<file path="config.mk">
export PLATFORM = sky130hd
export DESIGN_NAME = alu_req_scheduler
export DESIGN_NICKNAME = d
export VERILOG_FILES = /design/src/rtl/alu_ctrl_pkg.sv /design/src/rtl/rr_arbiter2.sv /design/src/rtl/alu_req_scheduler.sv
export SDC_FILE = /design/constraint.sdc
export NUM_CORES = 1
export LEC_CHECK = 0
export CORE_MARGIN = 1.5
export CORE_UTILIZATION = 35
export CTS_BUF_LIST = sky130_fd_sc_hd__clkbuf_16
export CTS_CLUSTER_SIZE = 24
export DETAILED_ROUTE_END_ITERATION = 12
export GPL_TIMING_DRIVEN = 0
export HOLD_SLACK_MARGIN = 0.05
export PLACE_DENSITY = 0.72
export SYNTH_ARGS = -nofsm -noshare
export SYNTH_HDL_FRONTEND = slang
export SYNTH_SLANG_ARGS = --single-unit
</file>
<file path="constraint.sdc">
create_clock -name clk -period 3.1 [get_ports clk]
set_clock_uncertainty 0.2 [all_clocks]
set_input_delay 0.62 -clock clk [delete_from_list [all_inputs] [get_ports clk]]
set_output_delay 0.62 -clock clk [all_outputs]
set_load 0.05 [all_outputs]
</file>
<file path="src/rtl/alu_ctrl_pkg.sv">
// Shared opcode constants, scheduler state type and small decode helpers
// for the ALU request scheduler.
package alu_ctrl_pkg;

  localparam logic [3:0] OP_ADD  = 4'b0000;
  localparam logic [3:0] OP_SUB  = 4'b0001;
  localparam logic [3:0] OP_MUL  = 4'b0010;
  localparam logic [3:0] OP_AND  = 4'b0011;
  localparam logic [3:0] OP_OR   = 4'b0100;
  localparam logic [3:0] OP_XOR  = 4'b0101;
  localparam logic [3:0] OP_SHL  = 4'b0110;
  localparam logic [3:0] OP_SHR  = 4'b0111;
  localparam logic [3:0] OP_MAC  = 4'b1000;
  localparam logic [3:0] OP_DIV  = 4'b1001;
  localparam logic [3:0] OP_MOD  = 4'b1010;
  localparam logic [3:0] OP_CMP  = 4'b1011;
  localparam logic [3:0] OP_NOT  = 4'b1100;
  localparam logic [3:0] OP_RELU = 4'b1101;
  localparam logic [3:0] OP_TANH = 4'b1110;

  typedef enum logic [2:0] {
    IDLE,
    EXEC,
    MAC_CLR,
    MAC_RUN,
    MAC_DRAIN,
    RESP
  } state_t;

  function automatic logic is_mac(input logic [3:0] op);
    return op == OP_MAC;
  endfunction

endpackage

</file>
<file path="src/rtl/rr_arbiter2.sv">
// Two-way round-robin grant; the pointer moves away from the requester just
// served when its response completes, and favours req0 out of reset.
module rr_arbiter2 (
  input  logic       clk,
  input  logic       rst_n,
  input  logic [1:0] req,
  input  logic       update,
  input  logic       served,
  output logic       grant
);

  logic ptr;

  // Favoured requester wins unless it is idle and the other one is asking.
  always_comb begin
    grant = ptr;
    if (!req[ptr] && req[!ptr]) grant = !ptr;
  end

  always_ff @(posedge clk or negedge rst_n) begin
    if (!rst_n) begin
      ptr <= 1'b0;
    end else if (update) begin
      ptr <= !served;
    end
  end

endmodule

</file>
<file path="src/rtl/alu_req_scheduler.sv">
// Shares one ALU between two requesters: single ops respond 2 cycles after accept,
// MAC bursts lock the grant until their response; resp_* holds until resp_ready.
module alu_req_scheduler
  import alu_ctrl_pkg::*;
#(
  parameter int WIDTH = 8
) (
  input  logic               clk,
  input  logic               rst_n,
  input  logic               req0_valid,
  output logic               req0_ready,
  input  logic [3:0]         req0_opcode,
  input  logic [WIDTH-1:0]   req0_a,
  input  logic [WIDTH-1:0]   req0_b,
  input  logic               req0_last,
  input  logic               req1_valid,
  output logic               req1_ready,
  input  logic [3:0]         req1_opcode,
  input  logic [WIDTH-1:0]   req1_a,
  input  logic [WIDTH-1:0]   req1_b,
  input  logic               req1_last,
  output logic [WIDTH-1:0]   alu_a,
  output logic [WIDTH-1:0]   alu_b,
  output logic [3:0]         alu_opcode,
  output logic               alu_enable,
  output logic               alu_mac_clr,
  input  logic [2*WIDTH-1:0] alu_result,
  input  logic               alu_carry,
  input  logic               alu_borrow,
  input  logic               alu_zero,
  output logic               resp_valid,
  input  logic               resp_ready,
  output logic               resp_id,
  output logic [2*WIDTH-1:0] resp_result,
  output logic               resp_carry,
  output logic               resp_borrow,
  output logic               resp_zero,
  output logic               busy
);

  state_t state, state_nxt;

  logic             grant, sel, rdy, accept, resp_fire;
  logic             id_q;
  logic [3:0]       op_q;
  logic [WIDTH-1:0] a_q, b_q;
  logic             beat_vld, beat_last, last_acc;

  logic             in_valid, in_last;
  logic [3:0]       in_op;
  logic [WIDTH-1:0] in_a, in_b;

  rr_arbiter2 u_arb (
    .clk    (clk),
    .rst_n  (rst_n),
    .req    ({req1_valid, req0_valid}),
    .update (resp_fire),
    .served (id_q),
    .grant  (grant)
  );

  // Outside IDLE the locked requester is the only one that can be looked at.
  assign sel      = (state == IDLE) ? grant : id_q;
  assign in_valid = sel ? req1_valid  : req0_valid;
  assign in_op    = sel ? req1_opcode : req0_opcode;
  assign in_a     = sel ? req1_a      : req0_a;
  assign in_b     = sel ? req1_b      : req0_b;
  assign in_last  = sel ? req1_last   : req0_last;

  assign req0_ready = rdy && !sel;
  assign req1_ready = rdy && sel;
  assign accept     = rdy && in_valid;
  assign resp_valid = (state == RESP);
  assign resp_fire  = resp_valid && resp_ready;
  assign busy       = (state != IDLE);
  assign alu_a      = a_q;
  assign alu_b      = b_q;
  assign alu_opcode = op_q;

  always_comb begin
    state_nxt   = state;
    rdy         = 1'b0;
    alu_enable  = 1'b0;
    alu_mac_clr = 1'b0;
    case (state)
      IDLE: begin
        rdy = 1'b1;
        if (accept) state_nxt = is_mac(in_op) ? MAC_CLR : EXEC;
      end
      EXEC:    state_nxt = RESP;
      MAC_CLR: begin
        alu_mac_clr = 1'b1;
        state_nxt   = MAC_RUN;
      end
      MAC_RUN: begin
        rdy        = !last_acc;
        alu_enable = beat_vld;
        if (beat_vld && beat_last) state_nxt = MAC_DRAIN;
      end
      MAC_DRAIN: state_nxt = RESP;
      RESP:      if (resp_ready) state_nxt = IDLE;
      default:   state_nxt = IDLE;
    endcase
  end

  always_ff @(posedge clk or negedge rst_n) begin
    if (!rst_n) begin
      state <= IDLE;
    end else begin
      state <= state_nxt;
    end
  end

  always_ff @(posedge clk or negedge rst_n) begin
    if (!rst_n) begin
      id_q        <= 1'b0;
      op_q        <= '0;
      a_q         <= '0;
      b_q         <= '0;
      beat_vld    <= 1'b0;
      beat_last   <= 1'b0;
      last_acc    <= 1'b0;
      resp_id     <= 1'b0;
      resp_result <= '0;
      resp_carry  <= 1'b0;
      resp_borrow <= 1'b0;
      resp_zero   <= 1'b0;
    end else begin
      if (accept) begin
        a_q       <= in_a;
        b_q       <= in_b;
        beat_last <= in_last;
        last_acc  <= in_last;
        // Later burst beats keep the MAC opcode latched by the first beat.
        if (state == IDLE) begin
          id_q     <= sel;
          op_q     <= in_op;
          beat_vld <= is_mac(in_op);
        end else begin
          beat_vld <= 1'b1;
        end
      end else if (state == MAC_RUN) begin
        beat_vld <= 1'b0;
      end
      if (state == EXEC || state == MAC_DRAIN) begin
        resp_id     <= id_q;
        resp_result <= alu_result;
        resp_carry  <= alu_carry;
        resp_borrow <= alu_borrow;
        resp_zero   <= alu_zero;
      end
    end
  end

endmodule
</file>
==> impl_metrics.yaml, run 1 <==
outcome:
  status: "complete, no violations"
timing:
  max_slew_margin_pct: 57.03
  tightest_slew_ps: 644.6
  fin_crit_sh_pct: 95.85
  max_freq_mhz: 336.5
  rsz0062_at_grt: "no"
  hold_violations: 0
  setup_viol: 0
  hold-worst-slack_ps: 152.5
  maxSlewViolCount: 0
  layout_min_cycle_time_ps: 2971
clock_network:
  cts_inserted_buffers: 5
  clk_latency_ps: 280
  cts_sinks: 47
  hold_buffers: 0
  root_buffer: "clkbuf_16"
  htreeDepth: 2
  clk_pin_slew_ps: 60
  cts_tree: "built"
  cts_buffer_depth: 2
drt:
  drt_drc_violations_left: 0
  postRouteAntennaNets: 0
  drt_pass1_iterations: 4
  totalWireLength_um: 5430
  via_count: 1859
  routedWlPerCell_um: 14.18
  dr.first_iter.drc_count: 52
  vias_per_cell: 4.854
grt:
  grt_pass1_wl_um: 8894
  grtUsageTotal_pct: 17.40
  grt_pass1_vias: 1866
  overflow: 0
  grt_max_degree: 27
  antenna_found_initial: 0
logic_synthesis:
  avgSynthCellArea_um2: 11.70
  netlist.area_leader.share_pct: 53.78
  ys.flop_type: "dfrtp_1"
  syn_nets: 253
  ys.warnings.count: 0
  synth_top_cell_by_area: "dfrtp_1"
  synth_edf_count: 0
  synth_area_um2: 2187
  synth_area_leaders: "dfrtp_1 54%, mux2_2 11%, mux2i_1 11%, a21oi_1 4.3%, nor2_1 3.9%"
  syn_inst: 187
  ys_ff_latch: 47
  ys_async_sr_fraction_pct: 100.0
  synth.distinct_cells: 33
  ys_seq_area_share_pct: 53.78
floorplanning:
  dieArea_um2: 6732
  rows: 28
  chipHeight_um: 82.05
  initial_core_util_pct: 36.51
  io_pins: 112
  coreArea_um2: 5991
  die_w_um: 82.05
power:
  leakage_nw: 1.537
  p_per_area_nw_per_um2: 1203
  fin_total_pwr_mw: 4.286
  max-vdd-ir-drop_mv: 0.6630
run:
  cap_violations: 0
min_path:
  hold_class: "primary input to asynchronous set/reset pin"
critical_path:
  reg2reg_slack_ps: 780
  start_kind: "primary input"
  path_class: "primary input to primary output"
  cp.required_ps: 2280
  crit_arrival_ps: 2150
  crit_path_end_kind: "primary output"
  crit_fanout: 10
place:
  dpl_cell_area_um2: 3415
  hpwlAfterDp_um: 4245
  placed_cells: 374
  place_congestion: 0.7418
  io_buffer_count: 111
cells_and_area:
  post-route-util_pct: 59.48
  fin_nets: 373
  fin_area_um2: 3563
  drive_above_1_share_pct: 13.96
  fin_cells: 383
  synthToLayoutAreaGrowth_pct: 62.93
  antenna_cells: 0
==> critical path: stages <==
cell and delay, ps:
clkdlybuf4s50_1 580, o21ai_1 150, mux2i_2 250, buf_6 200
nor2b_1 140, buf_4 210
==> area by class of cell <==
| cell class | count | area, um^2 |
|---|---|---|
| fill | 518 | 2427 |
| clock inverter | 3 | 12.51 |
| clock buffer | 5 | 125.1 |
| inverter | 2 | 7.507 |
| tap | 75 | 93.84 |
| buffer | 10 | 67.56 |
| timing repair buffer | 113 | 1141 |
| sequential | 47 | 1176 |
| multi-input combinational | 128 | 939.7 |
==> where the power goes <==
part | internal [mW] | switching [mW] | leakage (nW) | total [mW]
logic | 1.06 | 1.62 | 0.920 | 2.68
clock network | 0.291 | 0.207 | 0.0762 | 0.498
registers | 0.923 | 0.187 | 0.541 | 1.11
total | 2.27 | 2.02 | 1.54 | 4.29
==> through the flow <==
step	setup WS [ps]	TNS (ps)
5_1_grt	45.29	0
2_1_floorplan	66.56	0
3_3_place_gp	-856.6	-8174
4_1_cts	44.28	0
6_report	128.6	0
3_5_place_dp	-850.8	-1571
==> metal layers <==
| layer | GRT usage (%) | part of all wire [%] | wire length [um] | up-vias |
|---|---|---|---|---|
| li1 | - | - | - | 903 |
| met1 | 21.41 | 42 | 2290 | 897 |
| met2 | 28.85 | 51 | 2750 | 55 |
| met3 | 5.333 | 6.5 | 352 | 4 |
| met4 | 5.932 | 0.68 | 37 | 0 |
| met5 | 0 | 0 | 0 | - |
==> timing repair <==
| action | CTS | global route |
|---|---|---|
| buffers inserted | 1 | 0 |
| gates resized for setup | 12 | 4 |
| endpoints found under the setup margin | 2 | 3 |
==> synth_stat cells (all sizes together), types with 2 or more instances <==
master,number
dfrtp,47
mux2i,24
nor2,23
mux2,21
a21oi,19
nand2,10
o21ai,8
buf,7
clkbuf,3
a211oi,2
and3,2
and3b,2
inv,2
nor2b,2
nor4b,2
o41ai,2
==> state kept, by name (all words and copies together) (netlist names) <==
signal,flops
alu_a,8
resp_zero,1
state,3
resp_borrow,1
alu_opcode,4
resp_id,1
resp_carry,1
last_acc,1
resp_result,16
beat_vld,1
alu_b,8
u_arb.ptr,1
id_q,1
==> layout by cell type, fill, tap and decap left out, types with 2 or more instances in the layout <==
master	netlist	final
dfrtp_1	47	47
buf_4	2	3
and3b_1	2	2
clkbuf_16	0	5
and3_1	2	2
inv_1	2	4
buf_2	3	4
buf_6	2	3
o21ai_1	1	2
clkbuf_1	3	3
mux2i_1	23	23
nor2b_1	2	2
dlymetal6s2s_1	0	2
nor2_1	23	23
nor4b_1	2	2
o21ai_0	6	5
mux2_2	21	21
a21oi_1	19	19
nand2_1	10	10
o41ai_1	2	2
clkdlybuf4s50_1	0	106
==> path summary, 6_finish.rpt <==
| check | from | end | cells after the start |
|---|---|---|---|
| setup reg to reg | state[0] | alu_opcode[3] | 6 |
| setup / recovery | req0_valid | req0_ready | 6 |
| min in group clk | alu_opcode[1] | alu_opcode[1] | 2 |
| max in group asynchronous | rst_n | resp_result[9] | 2 |
| hold / removal | rst_n | alu_b[5] | 1 |
| hold reg to reg | alu_opcode[1] | alu_opcode[1] | 2 |
==> cells by family (layout without fill, tap and decap cells) <==
family | count (synthesis) | in the layout | synth area share (%)
AO/OA/AOI/OAI | 35 | 35 | 9.840
AND/OR/NAND/NOR | 47 | 47 | 10.76
multiplexers | 45 | 45 | 21.97
flip-flops | 47 | 47 | 53.78
buffers and inverters | 12 | 133 | 3.260
XOR/XNOR | 1 | 1 | 0.4005
(Power assumes the default switching activity.)
==> inputs of run 2 (changes only) <==
--- a/config.mk
+++ b/config.mk
@@ -5,14 +5,17 @@
 export SDC_FILE = /design/constraint.sdc
 export NUM_CORES = 1
 export LEC_CHECK = 0
+export CELL_PAD_IN_SITES_DETAIL_PLACEMENT = 1
+export CELL_PAD_IN_SITES_GLOBAL_PLACEMENT = 1
 export CORE_MARGIN = 1.5
-export CORE_UTILIZATION = 35
+export CORE_UTILIZATION = 29
 export CTS_BUF_LIST = sky130_fd_sc_hd__clkbuf_16
 export CTS_CLUSTER_SIZE = 24
 export DETAILED_ROUTE_END_ITERATION = 12
 export GPL_TIMING_DRIVEN = 0
 export HOLD_SLACK_MARGIN = 0.05
-export PLACE_DENSITY = 0.72
+export PLACE_DENSITY_LB_ADDON = 0.1
+export SETUP_SLACK_MARGIN = 0.4
 export SYNTH_ARGS = -nofsm -noshare
 export SYNTH_HDL_FRONTEND = slang
 export SYNTH_SLANG_ARGS = --single-unit
==> impl_metrics.yaml, run 2 (synthesis results as in run 1) <==
cells_and_area:
  fin_nets: 378
  antenna_cells: 0
  multi_input_area_um2: 950.9
  post-route-util_pct: 49.91
  synthToLayoutAreaGrowth_pct: 66.42
  final_cell_mix: "102 x clkdlybuf4s50_1, 47 x dfrtp_1, 23 x mux2i_1"
  largest_register_ffs: 16
  seq_area_um2: 1176
  top_register: "resp_result"
  drive_above_1_share_pct: 18.21
  final_common_cell: "clkdlybuf4s50_1"
  fin_area_um2: 3640
  fillCellCount: 814
place:
  post-place-ws_ps: -914.7
  dpl_cell_area_um2: 3442
  io_buffer_count: 111
  place_congestion: 0.7047
  hpwlAfterDp_um: 4700
clock_network:
  clk_pin_slew_ps: 70
  root_buffer: "clkbuf_16"
  cts_tree: "built"
  cts_sinks: 47
  cts_buffer_depth: 2
  cts_inserted_buffers: 5
  htreeDepth: 2
  hold_buffers: 0
  clk_latency_ps: 280
grt:
  grt_max_degree: 25
  antenna_found_initial: 0
  overflow: 0
  grtUsageTotal_pct: 15.68
  grt_pass1_wl_um: 10300
  grt_pass1_vias: 2003
power:
  p_per_area_nw_per_um2: 1199
  max-vdd-ir-drop_mv: 0.6089
  leakage_nw: 1.549
critical_path:
  worst_path_max_delay_cell: "dlygate4sd2_1"
  crit_fanout: 7
  crit_path_end_kind: "primary output"
  cp.required_ps: 2280
  cpPeakStageDelay_ps: 320
  path_cells: "dlygate4sd2_1 -> nor2_2 -> o21ai_2 -> mux2i_2 -> buf_6 -> nor2b_2 -> buf_4"
  path_class: "primary input to primary output"
  start_kind: "primary input"
  crit_arrival_ps: 1840
  crit_family: "buffers and inverters"
  crit_buf_inv: 3
  reg2reg_slack_ps: 820
floorplanning:
  io_pins: 112
  die_w_um: 89.85
  chipHeight_um: 89.85
  initial_core_util_pct: 29.99
  dieArea_um2: 8072
  coreArea_um2: 7292
  rows: 31
outcome:
  status: "complete, no violations"
timing:
  hold_violations: 0
  layout_min_cycle_time_ps: 2657
  max_slew_margin_pct: 61.13
  fin_crit_sh_pct: 85.70
  fin_ws_ps: 443.4
  tightest_slew_ps: 583.1
  rsz0062_at_grt: "yes"
  maxSlewViolCount: 0
  setup_viol: 0
  max_freq_mhz: 376.4
drt:
  via_count: 1929
  drt_pass1_iterations: 3
  vias_per_cell: 4.682
  routedWlPerCell_um: 14.89
  postRouteAntennaNets: 0
  totalWireLength_um: 6133
  drt_drc_violations_left: 0
  dr.first_iter.drc_count: 79
run:
  cap_violations: 0
min_path:
  hold_class: "primary input to asynchronous set/reset pin"
run 2: cell count changes in the layout (fill, tap and decap cells not counted), sizes merged:
cell and delta:
clkdlybuf4s50 -4, dlymetal6s2s -1, buf +6, clkinv +1, clkbuf -1, clkdlybuf4s15 +3, dlygate4sd2 +2, inv -1
run 2: power breakdown:
group	switching, mW	total (mW)	internal (mW)
Combinational	1.65	2.73	1.08
Clock	0.233	0.532	0.299
Sequential	0.184	1.11	0.922
Total	2.07	4.37	2.30
run 2: area by class of cell:
class                   instances  share of cell area (%)
multi-input cells             128                   26.13
plain buffers                  10                   1.925
inverters                       2                  0.2063
repair buffers                118                   32.07
well taps                      99                   3.403
clock buffers                   5                   3.438
clock inverters                 3                  0.5156
flip-flops and latches         47                   32.31
run 2: path summary, 6_finish.rpt:
check,startpoint,endpoint,depth (start not counted)
hold / removal,rst_n,alu_opcode[0],1
hold reg to reg,alu_opcode[3],alu_opcode[3],2
max in group asynchronous,rst_n,state[1],2
setup reg to reg,state[2],alu_a[1],6
min in group clk,alu_opcode[3],alu_opcode[3],2
setup / recovery,req1_valid,req0_ready,7
run 2: worst reg2reg max path: stages (launching register included):
cell and delay, ps:
dfrtp_1 420, nor3_4 360, buf_4 180, o21ai_2 60
a211oi_4 500, buf_2 340, a21oi_1 100
run 2: what timing repair did:
item / CTS / global route
setup endpoints to repair: 6 / 5
pin swaps: 0 / 1
buffers inserted: 2 / 4
cloned: 0 / 0
gates resized for setup: 22 / 8
run 2: stage by stage:
| stage | setup TNS (ps) | std cells | power, mW | hold slack [ps] |
|---|---|---|---|---|
| 2_1_floorplan | 0 | 187 | 2.939 | 124.4 |
| 3_3_place_gp | -15340 | 397 | 3.791 | 261.7 |
| 3_5_place_dp | -1670 | 398 | 3.826 | 273.5 |
| 4_1_cts | 0 | 408 | 4.402 | 147.3 |
| 5_1_grt | 0 | 412 | 4.600 | 172.1 |
| 6_report | 0 | 412 | 4.365 | 131.8 |
run 2: metal layers:
| layer | routed length [um] | GRT usage (%) |
|---|---|---|
| met1 | 2769 | 20.25 |
| met2 | 2855 | 25.45 |
| met3 | 466 | 5.076 |
| met4 | 42 | 3.968 |
| met5 | 0 | 0 |
